<file path="src/rtl/truth_table_sweep.sv">
// truth_table_sweep
//
// Exhaustive sweep engine for an N_IN-input combinational function. When
// started, it walks every input vector 0 .. 2^N_IN-1 and holds each one for
// HOLD+1 cycles. On the last cycle of each vector it compares M_FUNC parallel
// implementations against a golden truth table (minterm mask). Every output
// is registered, so no combinational path runs from f_in to an output.
//
// Parameters
//   N_IN   : number of function inputs (sweep length 2^N_IN)
//   M_FUNC : number of implementations compared in parallel
//   HOLD   : settle cycles per vector before sampling (0..15)
//
// Ports
//   clk             in   single clock, rising edge
//   rst_n           in   synchronous active-low reset
//   start           in   sweep request, honoured only in IDLE
//   minterm_mask    in   golden truth table, bit k = expected output at vector k
//   f_in            in   outputs of the implementations, bit j = channel j
//   vec             out  input vector currently driven to the implementations
//   busy            out  sweep in progress
//   done            out  one-cycle pulse at the end of a sweep
//   pass            out  last completed sweep had no mismatches
//   err_count       out  number of vectors with at least one bad channel
//   first_err_vec   out  vector of the first mismatch
//   first_err_valid out  at least one mismatch recorded
//   fail_chan       out  sticky OR of the mismatching channels
//
// State  | meaning
// -------+-----------------------------------------------------------
// IDLE   | waiting for start; results of the previous sweep are held
// APPLY  | vec is driven; hold counter runs 0..HOLD, compare at HOLD
// DONE   | one-cycle done pulse, vec back to 0, then IDLE

module truth_table_sweep #(
    parameter int N_IN   = 3,
    parameter int M_FUNC = 4,
    parameter int HOLD   = 1
) (
    input  logic                   clk,
    input  logic                   rst_n,
    input  logic                   start,
    input  logic [(1<<N_IN)-1:0]   minterm_mask,
    input  logic [M_FUNC-1:0]      f_in,
    output logic [N_IN-1:0]        vec,
    output logic                   busy,
    output logic                   done,
    output logic                   pass,
    output logic [N_IN:0]          err_count,
    output logic [N_IN-1:0]        first_err_vec,
    output logic                   first_err_valid,
    output logic [M_FUNC-1:0]      fail_chan
);

    localparam int NUM_VEC = 1 << N_IN;

    localparam logic [3:0]      HOLD_CNT = 4'(HOLD);
    localparam logic [3:0]      CNT_ONE  = 4'd1;
    localparam logic [N_IN-1:0] VEC_LAST = {N_IN{1'b1}};
    localparam logic [N_IN-1:0] VEC_ONE  = N_IN'(1);
    localparam logic [N_IN:0]   ERR_ONE  = (N_IN+1)'(1);

    typedef enum logic [1:0] {
        S_IDLE  = 2'd0,
        S_APPLY = 2'd1,
        S_DONE  = 2'd2
    } state_t;

    state_t               state, state_nx;
    logic [NUM_VEC-1:0]   mask_q, mask_nx;
    logic [3:0]           cnt, cnt_nx;
    logic [N_IN-1:0]      vec_nx;
    logic                 busy_nx;
    logic                 done_nx;
    logic                 pass_nx;
    logic [N_IN:0]        err_nx;
    logic [N_IN-1:0]      fev_nx;
    logic                 fevv_nx;
    logic [M_FUNC-1:0]    fail_nx;
    logic [M_FUNC-1:0]    miss;

    always_ff @(posedge clk) begin
        if (!rst_n) begin
            state           <= S_IDLE;
            mask_q          <= '0;
            cnt             <= '0;
            vec             <= '0;
            busy            <= 1'b0;
            done            <= 1'b0;
            pass            <= 1'b0;
            err_count       <= '0;
            first_err_vec   <= '0;
            first_err_valid <= 1'b0;
            fail_chan       <= '0;
        end else begin
            state           <= state_nx;
            mask_q          <= mask_nx;
            cnt             <= cnt_nx;
            vec             <= vec_nx;
            busy            <= busy_nx;
            done            <= done_nx;
            pass            <= pass_nx;
            err_count       <= err_nx;
            first_err_vec   <= fev_nx;
            first_err_valid <= fevv_nx;
            fail_chan       <= fail_nx;
        end
    end

    always_comb begin
        state_nx = state;
        mask_nx  = mask_q;
        cnt_nx   = cnt;
        vec_nx   = vec;
        busy_nx  = 1'b0;
        done_nx  = 1'b0;
        pass_nx  = pass;
        err_nx   = err_count;
        fev_nx   = first_err_vec;
        fevv_nx  = first_err_valid;
        fail_nx  = fail_chan;
        // Every channel should equal the golden bit for the current vector.
        miss     = f_in ^ {M_FUNC{mask_q[vec]}};

        case (state)
            S_IDLE: begin
                if (start) begin
                    state_nx = S_APPLY;
                    mask_nx  = minterm_mask;
                    cnt_nx   = '0;
                    vec_nx   = '0;
                    busy_nx  = 1'b1;
                    pass_nx  = 1'b0;
                    err_nx   = '0;
                    fev_nx   = '0;
                    fevv_nx  = 1'b0;
                    fail_nx  = '0;
                end
            end

            S_APPLY: begin
                busy_nx = 1'b1;
                if (cnt == HOLD_CNT) begin
                    if (miss != '0) begin
                        err_nx  = err_count + ERR_ONE;
                        fail_nx = fail_chan | miss;
                        if (!first_err_valid) begin
                            fev_nx  = vec;
                            fevv_nx = 1'b1;
                        end
                    end
                    if (vec == VEC_LAST) begin
                        // pass is taken from the final count so it is
                        // already valid in the cycle done is high.
                        state_nx = S_DONE;
                        busy_nx  = 1'b0;
                        done_nx  = 1'b1;
                        pass_nx  = (err_nx == '0);
                        vec_nx   = '0;
                        cnt_nx   = '0;
                    end else begin
                        vec_nx = vec + VEC_ONE;
                        cnt_nx = '0;
                    end
                end else begin
                    cnt_nx = cnt + CNT_ONE;
                end
            end

            S_DONE: begin
                state_nx = S_IDLE;
            end

            default: begin
                state_nx = S_IDLE;
            end
        endcase
    end

endmodule

</file>
<file path="config.mk">
export PLATFORM = sky130hd
export DESIGN_NAME = truth_table_sweep
export DESIGN_NICKNAME = d
export VERILOG_FILES = /design/src/rtl/truth_table_sweep.sv
export SDC_FILE = /design/constraint.sdc
export NUM_CORES = 1
export LEC_CHECK = 0
export ABC_AREA = 1
export ABC_CLOCK_PERIOD_IN_PS = 4400
export BUFFER_PORTS_ARGS = -buffer_cell sky130_fd_sc_hd__buf_4
export CAP_MARGIN = 25
export CORE_ASPECT_RATIO = 0.5
export CORE_UTILIZATION = 40
export CTS_BUF_LIST = sky130_fd_sc_hd__clkbuf_8
export CTS_CLUSTER_DIAMETER = 200
export DETAILED_ROUTE_END_ITERATION = 7
export PLACE_DENSITY = 0.7
export SYNTH_ARGS = -nofsm -noshare
export SYNTH_HDL_FRONTEND = slang
export SYNTH_SLANG_ARGS = --single-unit
</file>
<file path="constraint.sdc">
create_clock -name clk -period 4.4 [get_ports clk]
set_input_delay 0.44 -clock clk [delete_from_list [all_inputs] [get_ports clk]]
set_output_delay 0.44 -clock clk [all_outputs]
set_load 0.01 [all_outputs]
</file>
# Word-level counts from Yosys, hierarchy flattened
# Cells that the tools add are included.
[classes]
n_reduce_logical = 12
bitwise_logic = 2
eq_ne = 8
muxes = 37
addsub = 3
magnitude_cmp = 1
[ops]
columns = ["operator", "n"]
rows = [
  ["$mux 4", 8],
  ["$pmux 4 s2", 3],
  ["$mux 3", 6],
  ["$pmux 3 s2", 2],
  ["$mux 1", 10],
  ["$ne 2x2->1 const B", 5],
  ["$reduce_and 3->1", 3],
  ["$add 4x1->4 const B", 2],
  ["$reduce_and 4->1", 2],
  ["$mux 2", 3],
  ["$pmux 1 s2", 3],
  ["$reduce_and 5->1", 1],
  ["$eq 4x1->1 const B", 1],
  ["$logic_not 4->1", 1],
  ["$lt 3x4->1 const B", 1],
  ["$or 4x4->4", 1],
  ["$pmux 2 s2", 1],
  ["$reduce_and 2->1", 2],
  ["$reduce_bool 4->1", 1],
  ["$xor 4x4->4", 1],
  ["$add 3x1->3 const B", 1],
  ["$bmux 1 s3", 1],
  ["$eq 3x3->1 const B", 1],
  ["$eq 2x1->1 const B", 1],
  ["other kinds (2)", 2],
]
[word_totals]
inputBits = 15
out_inout_bits = 18
ff_bits = 32
word_cells = 74

# Logic depth before layout (Yosys ltp)
# Gate-level depths: netlist of run 1.
[logic_depth]
depth_word = 11
ltp_mapped = 15
depth_no_buf = 14

# Worst setup path before layout of run 1
# No wires, ideal clock.
[synth_path]
path_kind = "register to register"
start = "register vec[0]"
end = "register pass"
setup_slack_ps = 2715
required_ps = 4288
arrival_ps = 1572
setup_time_ps = 112
period_less_slack_ps = 1685
n_path_buf = 1
path_stages_with_launch = 15
cell_sequence = "dfxtp_1 > buf_6 > inv_4 > nand2_1 > nand3_1 > nand3_2 > nand2_2 > nand2_1 > nand2_2 > nor2_4 > nand2_4 > xor2_1 > nor2_1 > nand2_1 > nand2_1"
[synth_via]
elab_chain_cells = 11
word_cells_on_any_way = 14
cone_classes = "eq/ne: 2; mux: 8; bitwise: 1; reduce/logical: 3"
[synth_rtl]
columns = ["item", "line_no", "source"]
rows = [
  ["start, declared", "45", "output logic [N_IN-1:0] vec,"],
  ["start signal, assigned", "99", "vec <= vec_nx;"],
  ["$bmux 1 s3", "123", "miss = f_in ^ {M_FUNC{mask_q[vec]}};"],
  ["$mux 1 (implied by the code)", "123", ""],
  ["$xor 4x4->4", "123", ""],
  ["$reduce_bool 4->1", "144", "if (miss != '0) begin"],
  ["$mux 4", "144", ""],
  ["$mux 4", "143", "if (cnt == HOLD_CNT) begin"],
  ["$mux 4", "125", "case (state)"],
  ["$logic_not 4->1", "158", "pass_nx = (err_nx == '0);"],
  ["$mux 1", "152", "if (vec == VEC_LAST) begin"],
  ["$mux 1", "143", ""],
  ["$pmux 1 s2", "125", ""],
  ["end signal, assigned", "102", "pass <= pass_nx;"],
  ["end, declared", "48", "output logic pass,"],
]
# Parallel ways exist; a longest one is shown, timed or not. The select of a mux whose other input is x is not followed.
# A chain may end at the register's enable or synchronous reset.

# Worst setup path in the final report of run 1
[layout_path]
start = "register state[1]"
end = "register first_err_vec[0]"
[layout_via]
elab_chain_cells = 3
word_cells_on_any_way = 9
cone_classes = "eq/ne: 5; mux: 1; reduce/logical: 3"
[layout_rtl]
columns = ["item", "line_no", "source"]
rows = [
  ["start, declared", "69", "state_t state, state_nx;"],
  ["start signal, assigned", "96", "state <= state_nx;"],
  ["$eq 2x1->1 / $logic_not 2->1 (equally long branches)", "125", ""],
  ["$ne 2x2->1 (no source line) / $reduce_bool 2->1 (equally long branches)", "-", ""],
  ["$reduce_and 5->1 (no source line)", "-", ""],
  ["end signal, assigned", "104", "first_err_vec <= fev_nx;"],
  ["end, declared", "50", "output logic [N_IN-1:0] first_err_vec,"],
]
# Parallel ways exist; a longest one is shown, timed or not.

==> reports/metrics.yaml, run 1 <==
run_status: "finished, final reports clean"
setup_viol: 0
crit_fanout: 22
maxSlewHeadroom_pct: 57.3
synth.area.mux_share_pct: 0
power_w: 0.000703
worstPathArrival_ns: 2.31
grt-ovfl-total: 0
grt_max_degree: 23
cts.sinks: 32
drive_gt1_share_pct: 23.2
worst-setup-path-type: "flip-flop to flip-flop"
drt_wl_total_mm: 3.21
synth_top_area_cell: "dfxtp_1"
portBuffers: 32
antenna_found_initial: 0
hold_class: "flip-flop to flip-flop"
synth_top_cells_by_area: "dfxtp_1 (41%), nand2_1 (10%), a21oi_1 (9.4%)"
routedWlPerCell_um: 11.0
finalNetCount: 261
first_iter_violations: 55
synth_top_family_by_area: "simple AND/OR/NAND/NOR gates"
yosys_warnings: 0
cts_buffer_depth: 2
num_antenna_cells: 0
skew_ns: 0.00655
fp.dieW_um: 90.0
syn_area_per_cell_um2: 7.48
worstMarginPinSlew_ns: 0.639
setup.worst_path.start: "state[1]$_SDFFE_PN0P_"
grt_usage_pct: 15.9
dpl.hpwl_mm: 2.37
syn_inst: 207
die_h_um: 46.0
clk_pin_slew_worst_paths_ns: 0.07
fill_cells: 349
setup-tns-final_ns: 0
r2r-start: "state[1]$_SDFFE_PN0P_"
place_inst: 285
p_leak_nw: 0.870
rsz0062_at_grt: "no"
ant_nets: 0
syn-num-nets: 227
maxCapViolCount: 0
yosys.cell_types.count: 25
yosys.area_share.simple_pct: 29.0
drv_slew: 0
routabilityCongestion: 0.883
layout_commonest_cell: "nand2_1"
period_needed_ns: 2.16
multi_input_area_um2: 769
grt_pass1_wl_mm: 5.13
async_flop_share_pct: 0
pin_count: 33
first_global_vias: 1194
cts_hold_buf: 0
h-tree-depth: 2
power.density_mw_per_mm2: 366
clock_tree.root_cell: "clkbuf_8"
synth_area_mm2: 0.00155
yosys.area.top_type_share_pct: 41.4
ir_drop_mv: 0.169
initial_core_util_pct: 43.4
ys_seq_elements: 32
holdCritStartpoint: "mask_q[7]$_SDFFE_PN0P_"
cts_buffers: 5
die_area_mm2: 0.00414
instances_no_fill: 292
coreArea_mm2: 0.00357
synth_compound_area_share_pct: 13.8
synth_edf_count: 0
ctsResizeCount: 0
dr.pass1.iters: 4
vias: 1389
fmax_mhz: 463
yosysSeqAreaShare_pct: 41.4
vias_per_cell: 4.76
cts_tree: "done"
final_cell_mix: "nand2_1 (43), dfxtp_1 (32), buf_4 (32)"
postCtsSetupRepairBufs: 0
seqCellArea_um2: 641
end_kind: "flip-flop"
synth-adder-area-share_pct: 4.04
std_cell_rows: 15
drt_drc_violations_left: 0
required_ns: 4.55
clkLatencyLatePin_ns: 0.28
syn2layout_area_growth_pct: 24.2
cp-start-kind: "flip-flop"
finalHoldViolCount: 0
synth_xor_area_share_pct: 2.83
synth_top_flop_cell: "dfxtp_1"
period_share_pct: 49.1
[report_power, final]
group | internal [W] | leakage [nW] | switching (W)
clock network | 0.000139 | 0.0503 | 0.000103
logic | 0.0000523 | 0.558 | 0.0000897
registers | 0.000307 | 0.261 | 0.0000115
total | 0.000499 | 0.870 | 0.000205
[cell type report]
cell class,count,share of cell area (%)
multi-input combinational,141,40.0
sequential,32,33.3
inverter,29,5.79
clock buffer,7,5.01
timing repair buffer,32,12.5
tap,51,3.32
[synthesized netlist by cell type (2+ instances only)]
library cell   n
a211oi_1       2
a21oi_1       29
clkbuf_1       4
dfxtp_1       32
ha_1           5
inv_1         25
inv_2          2
nand2_1       43
nand2_2        3
nand3_1       18
nand3_2        3
nand3b_1       3
nor2_1        12
nor2_4         3
o21ai_0        9
xor2_1         5
[flip-flops by register name, indices dropped and copies added (netlist names), 2 cells and up]
register	flops
cnt	4
mask_q	8
fail_chan	4
vec	3
err_count	4
first_err_vec	3
state	2
[worst max-delay path, cell delays in order, from the launching register on]
cell and delay [ns]:
dfxtp_1 0.35, nor2_1 0.05, nand2_1 0.47, inv_1 0.17, nor2_1 0.49, inv_2 0.18
nand4_1 0.15, inv_2 0.05, nand2_1 0.05, a21oi_1 0.06
[layer usage]
metal	GRT usage, %	part of all wire (%)	up-vias
met5	0	0	-
met4	2.90	0.50	0
met3	4.83	4.9	2
met2	27.1	44	29
met1	20.5	51	626
li1	-	-	732
[logic make-up after synthesis]
kind of cell / after synthesis
flops: 32
compound gates: 41
fa+ha+maj: 5
xor+xnor: 5
buf+inv: 34
simple gates: 90
[worst paths after layout]
check | endpoint | slack (ns) | cells past startpoint
max reg2reg | first_err_vec[0]$_SDFFE_PN0P_ | 2.24 | 9
min reg2reg | mask_q[7]$_SDFFE_PN0P_ | 0.45 | 2
min | mask_q[7]$_SDFFE_PN0P_ | 0.45 | 2
max | first_err_vec[0]$_SDFFE_PN0P_ | 2.24 | 9
[metrics by stage]
stage | utilization [%] | area, um2 | hold slack [ns] | worst slack, ns
after global placement | 51.2 | 1830 | 0.439 | 2.27
final | 53.9 | 1920 | 0.448 | 2.24
after global routing | 53.9 | 1920 | 0.459 | 2.04
after floorplan | - | 1550 | 0.429 | 2.72
after detailed placement | 51.2 | 1830 | 0.443 | 2.12
after CTS | 53.9 | 1920 | 0.441 | 2.28
(Power assumes the default switching activity.)
==> run 2: changes to the inputs <==
- ABC_CLOCK_PERIOD_IN_PS: 4400 -> 2100
- clock period: 4.4 -> 2.1 ns (I/O delays scaled with it)
==> run 2 against run 1 <==
Worst setup slack worse by 2.0 ns. Sequential power up 110%. Power up 110%.
==> reports/metrics.yaml, run 2 (same netlist as run 1, synthesis figures left out) <==
run_status: "finished, final reports clean"
cts_buffers: 5
cts.sinks: 32
initial_core_util_pct: 43.4
globalRoute.busiestLayer: "met2"
met3_usage_pct: 5.83
final_cell_mix: "nand2_1 (43), buf_4 (35), dfxtp_1 (31)"
clock_tree.root_cell: "clkbuf_8"
cts_hold_buf: 0
num_antenna_cells: 0
r2r-start: "vec[0]$_SDFFE_PN0P_"
crit_fanout: 10
antenna_found_initial: 0
drv_slew: 0
p_leak_nw: 0.878
crit_slowest_cell: "dfxtp_2"
routabilityCongestion: 0.874
grt-ovfl-total: 0
period_needed_ns: 1.89
grt_pass1_wl_mm: 5.48
cp-start-kind: "flip-flop"
hold_ws_ns: 0.203
crit_path_frequent_cell: "nand2_1"
end_kind: "flip-flop"
drt_drc_violations_left: 0
vias: 1442
worstMarginPinSlew_ns: 0.526
maxCapViolCount: 0
first_global_vias: 1201
portBuffers: 32
worst-setup-path-type: "flip-flop to flip-flop"
vias_per_cell: 4.87
place_inst: 288
grt_usage_pct: 17.4
pin_count: 33
grt_max_degree: 22
setup-tns-final_ns: 0
required_ns: 2.30
setup_viol: 0
std_cell_rows: 15
cts_tree: "done"
dpl.hpwl_mm: 2.47
period_share_pct: 89.8
setup_slack_ns: 0.214
routedWlPerCell_um: 11.2
instances_no_fill: 296
setup.worst_path.start: "vec[0]$_SDFFE_PN0P_"
dr.pass1.iters: 4
crit_chain: "inv_4, nand2_1, nand3_1, nand3_2, nand2_2, nand2_1, nand2_2, nor2_4, nand2_4, xor2_1, nand2_1, a21oi_1"
grt.met1_usage_pct: 22.2
drt_wl_total_mm: 3.31
h-tree-depth: 2
grt_use_met2_pct: 28.3
largest_reg_flops: 8
syn2layout_area_growth_pct: 25.8
power.density_mw_per_mm2: 761
coreArea_mm2: 0.00357
fmax_mhz: 530
place_area_mm2: 0.00185
rsz0062_at_grt: "no"
worstPathArrival_ns: 2.09
cts_buffer_depth: 2
layout_commonest_cell: "nand2_1"
rrSetupSlack_ns: 0.21
dp_slack_ns: 0.166
die_h_um: 46.0
drive_gt1_share_pct: 24.9
fill_cells: 369
hold_class: "primary input to flip-flop"
clk_pin_slew_worst_paths_ns: 0.08
cpPeakStageDelay_ns: 0.47
min_path_cells: 3
finalNetCount: 264
ant_nets: 0
die_area_mm2: 0.00414
ir_drop_mv: 0.386
maxSlewHeadroom_pct: 64.8
holdCritStartpoint: "minterm_mask[7]"
clkLatencyLatePin_ns: 0.29
reg2regPathDepth: 12
first_iter_violations: 85
finalHoldViolCount: 0
fp.dieW_um: 90.0
largest_register: "mask_q"
final_cell_area_mm2: 0.00195
skew_ns: 0.00968
[run 2: cell types whose count changed in the layout (fill, tap and decap cells not counted)]
cell | previous run | this run
clkinvlp_4 | 0 | 2
dfxtp_2 | 0 | 1
buf_4 | 32 | 35
clkbuf_8 | 7 | 6
dfxtp_1 | 32 | 31
[run 2: routing by layer]
layer  wire length [um]  vias up  share of wire (%)
li1                   -      742                  -
met1               1650      653                 50
met2               1440       41                 43
met3                194        6                5.9
met4                 33        0                1.0
met5                  0        -                  0
[run 2: final timing paths]
check / to
setup / recovery: err_count[0]$_SDFFE_PN0P_
hold / removal: mask_q[7]$_SDFFE_PN0P_
setup reg to reg: err_count[0]$_SDFFE_PN0P_
hold reg to reg: fail_chan[1]$_SDFFE_PN0P_
[run 2: per-stage QoR]
step | utilization, % | power (W)
after floorplan | - | 0.000892
after global placement | 51.8 | 0.000979
after detailed placement | 51.8 | 0.000985
after CTS | 54.6 | 0.00150
after global routing | 54.6 | 0.00156
final | 54.6 | 0.00148
[run 2: final cells by class]
class | instances | area (um2) | area share (%)
clock inverters | 2 | 15.0 | 0.771
clock buffers | 6 | 82.6 | 4.24
repair buffers | 35 | 263 | 13.5
flip-flops and latches | 32 | 642 | 33.0
well taps | 51 | 63.8 | 3.28
inverters | 29 | 111 | 5.72
multi-input cells | 141 | 769 | 39.5
[run 2: power by group]
part           internal [W]  total (W)  switching [W]
Clock              0.000265   0.000508       0.000243
Combinational      0.000116   0.000306       0.000190
Sequential         0.000644   0.000668      0.0000241
Total               0.00102    0.00148       0.000457
[run 2: worst max-delay path, delay by kind of cell, from the launching register on]
kind	cells	cell delay, ns
AND/OR/NAND/NOR	9	0.92
XOR/XNOR	1	0.21
flip-flops	1	0.47
buffers and inverters	1	0.05
AO/OA/AOI/OAI	1	0.15
[run 2: timing repair]
| item | CTS | global route |
|---|---|---|
| setup endpoints to repair | 0 | 4 |
| endpoints found under the hold margin | 0 | 0 |
| setup buffers | 0 | 0 |
| resized for setup | 0 | 1 |
==> run 3: changes to the inputs <==
--- a/config.mk
+++ b/config.mk
@@ -6,5 +6,4 @@
 export NUM_CORES = 1
 export LEC_CHECK = 0
-export ABC_AREA = 1
 export ABC_CLOCK_PERIOD_IN_PS = 2100
 export BUFFER_PORTS_ARGS = -buffer_cell sky130_fd_sc_hd__buf_4
==> constraint.sdc (replaced) <==
create_clock -name clk -period 2.1 [get_ports clk]
set_input_delay 0.42 -clock clk [delete_from_list [all_inputs] [get_ports clk]]
set_output_delay 0.42 -clock clk [all_outputs]
set_load 0.01 [all_outputs]
==> run 3 against run 2 <==
Clock power is essentially flat. First-iteration DRC count is 52% lower. Via count down 13%. Register-to-register slack got worse by 0.09 ns. Critical path type unchanged. Largest cell class unchanged. Highest routed layer unchanged.
==> reports/metrics.yaml, run 3 <==
pwr-share-clk_pct: 39.6
syn_inst: 166
syn2layout_area_growth_pct: 29.2
cpPeakStageDelay_ns: 0.55
yosys_warnings: 0
layout_commonest_cell: "buf_4"
maxCapViolCount: 0
grt_usage_pct: 17.1
synth_edf_count: 0
fp.dieW_um: 87.8
required_ns: 2.27
yosysSeqAreaShare_pct: 43.5
worst-setup-path-type: "flip-flop to flip-flop"
cts.sinks: 32
end_kind: "flip-flop"
first_iter_violations: 41
power.density_mw_per_mm2: 670
coreArea_mm2: 0.00347
cts_tree: "done"
setup_viol: 0
synth_area_mm2: 0.00147
ir_drop_mv: 0.302
drv_slew: 0
worstMarginPinSlew_ns: 0.470
pin_count: 33
p_sw_w: 0.000294
dr.pass1.iters: 6
drive_gt1_share_pct: 25.0
vias_per_cell: 4.93
crit_fanout: 7
yosysMostFrequentCell: "nand2_1"
crit_path_frequent_cell: "mux2i_4"
crit_slowest_cell: "mux4_2"
period_share_pct: 94.2
grt_pass1_wl_mm: 4.92
drt_wl_total_mm: 2.96
swShare_pct: 23.1
holdCritStartpoint: "minterm_mask[1]"
clk_pin_slew_worst_paths_ns: 0.06
clock_tree.root_cell: "clkbuf_8"
synth_top_flop_cell: "dfxtp_1"
crit_chain: "mux4_2, mux2i_4, mux2i_4, nand2b_1, mux2i_1"
p_leak_nw: 0.792
run_status: "finished, final reports clean"
finalHoldViolCount: 0
std_cell_rows: 15
die_area_mm2: 0.00394
grt_max_degree: 29
rrSetupSlack_ns: 0.12
finalNetCount: 224
ys_seq_elements: 32
rsz0062_at_grt: "no"
maxSlewHeadroom_pct: 68.6
hold_ws_ns: 0.378
worstPathArrival_ns: 2.15
setup-tns-final_ns: 0
dpl.hpwl_mm: 2.17
largest_reg_flops: 8
fmax_mhz: 506
cts_buffers: 5
min_path_cells: 3
portBuffers: 32
h-tree-depth: 2
syn_area_per_cell_um2: 8.86
r2r-start: "vec[0]$_SDFFE_PN0P_"
whs_endpoint: "mask_q[1]$_SDFFE_PN0P_"
async_flop_share_pct: 0
initial_core_util_pct: 42.4
syn-num-nets: 186
period_needed_ns: 1.98
seq_power_share_pct: 49.9
vias: 1257
yosys.cell_types.count: 34
routedWlPerCell_um: 11.6
hold_class: "primary input to flip-flop"
synth_top_area_cell: "dfxtp_1"
antenna_found_initial: 0
grt-ovfl-total: 0
cp-start-kind: "flip-flop"
ant_nets: 0
rr_endpoint: "first_err_vec[0]$_SDFFE_PN0P_"
num_antenna_cells: 0
reg2regPathDepth: 5
die_h_um: 44.9
largest_register: "mask_q"
synth.top_cells.by_count: "nand2_1 (35), dfxtp_1 (32), a21boi_1 (11)"
skew_ns: 0.00230
clkLatencyLatePin_ns: 0.28
first_global_vias: 1092
yosys.area.top_type_share_pct: 43.5
final_cell_mix: "buf_4 (38), nand2_1 (35), dfxtp_1 (31)"
synth_top_cells_by_area: "dfxtp_1 (44%), nand2_1 (8.9%), a21boi_1 (5.6%)"
comb_power_share_pct: 10.4
routabilityCongestion: 0.803
p_int_w: 0.000980
cts_buffer_depth: 2
drt_drc_violations_left: 0
## run 3: area by class of cell
cell class / instances / area, um2
flip-flops and latches: 32 / 642
multi-input cells: 125 / 806
fillers: 333 / 1570
repair buffers: 38 / 285
well taps: 51 / 63.8
inverters: 2 / 7.51
clock buffers: 7 / 96.3
## run 3: repair_timing
action | CTS | global route
setup endpoints to repair | 0 | 3
gates resized for setup | 0 | 0
hold buffers | 0 | 0
buffers inserted | 0 | 3
## run 3: worst max-delay path, delay by kind of cell, from the launching register on
family | cells | cell delay (ns)
DFF | 1 | 0.42
muxes | 4 | 1.26
and+or+nand+nor | 1 | 0.18
## run 3: power groups by stage
| stage | Combinational, W | Clock (W) | Sequential (W) |
|---|---|---|---|
| finish | 0.000133 | 0.000505 | 0.000636 |
| global route | 0.000150 | 0.000542 | 0.000637 |
| floorplan | 0.0000831 | 0 | 0.000648 |
| detailed placement | 0.000131 | 0 | 0.000649 |
| global placement | 0.000130 | 0 | 0.000649 |
| CTS | 0.000132 | 0.000517 | 0.000636 |
## run 3: cell families (layout without fill, tap and decap cells)
group / Yosys count / in the layout / synth area share, %
simple gates: 78 / 78 / 25.4
buf+inv: 9 / 47 / 2.30
compound gates: 28 / 28 / 12.6
flops: 32 / 32 / 43.5
mux: 9 / 9 / 8.93
fa+ha+maj: 5 / 5 / 4.25
xor+xnor: 5 / 5 / 2.98
## run 3: how the worst max path moves through the flow
| stage | to | startpoint | cells after the start | slack [ns] |
|---|---|---|---|---|
| final | first_err_vec[0]$_SDFFE_PN0P_ | vec[0]$_SDFFE_PN0P_ | 5 | 0.12 |
| after global routing | first_err_vec[0]$_SDFFE_PN0P_ | vec[0]$_SDFFE_PN0P_ | 5 | 0.01 |
| after CTS | first_err_vec[0]$_SDFFE_PN0P_ | vec[0]$_SDFFE_PN0P_ | 5 | 0.07 |
| after detailed placement | first_err_vec[0]$_SDFFE_PN0P_ | vec[0]$_SDFFE_PN0P_ | 5 | 0.09 |
| after global placement | first_err_vec[2]$_SDFFE_PN0P_ | vec[0]$_SDFFE_PN0P_ | 5 | 0.16 |
| after floorplan | first_err_vec[0]$_SDFFE_PN0P_ | vec[0]$_SDFFE_PN0P_ | 5 | 0.07 |
## run 3: through the flow
step,util [%],power (W),cells,setup WS [ns],cell area (um2)
2_1_floorplan,-,0.000731,166,0.0718,1480
3_5_place_dp,51.3,0.000781,245,0.0897,1780
5_1_grt,54.7,0.00133,255,0.0132,1900
6_report,54.7,0.00127,255,0.122,1900
3_3_place_gp,51.3,0.000779,245,0.164,1780
4_1_cts,54.1,0.00128,252,0.0728,1880
## run 3: layer usage
layer	vias to the layer above	global-route usage (%)	share of wire [%]
met5	-	0	0
met3	7	6.03	4.0
met2	18	25.7	45
met1	578	22.1	49
li1	654	-	-
met4	0	8.85	2.0
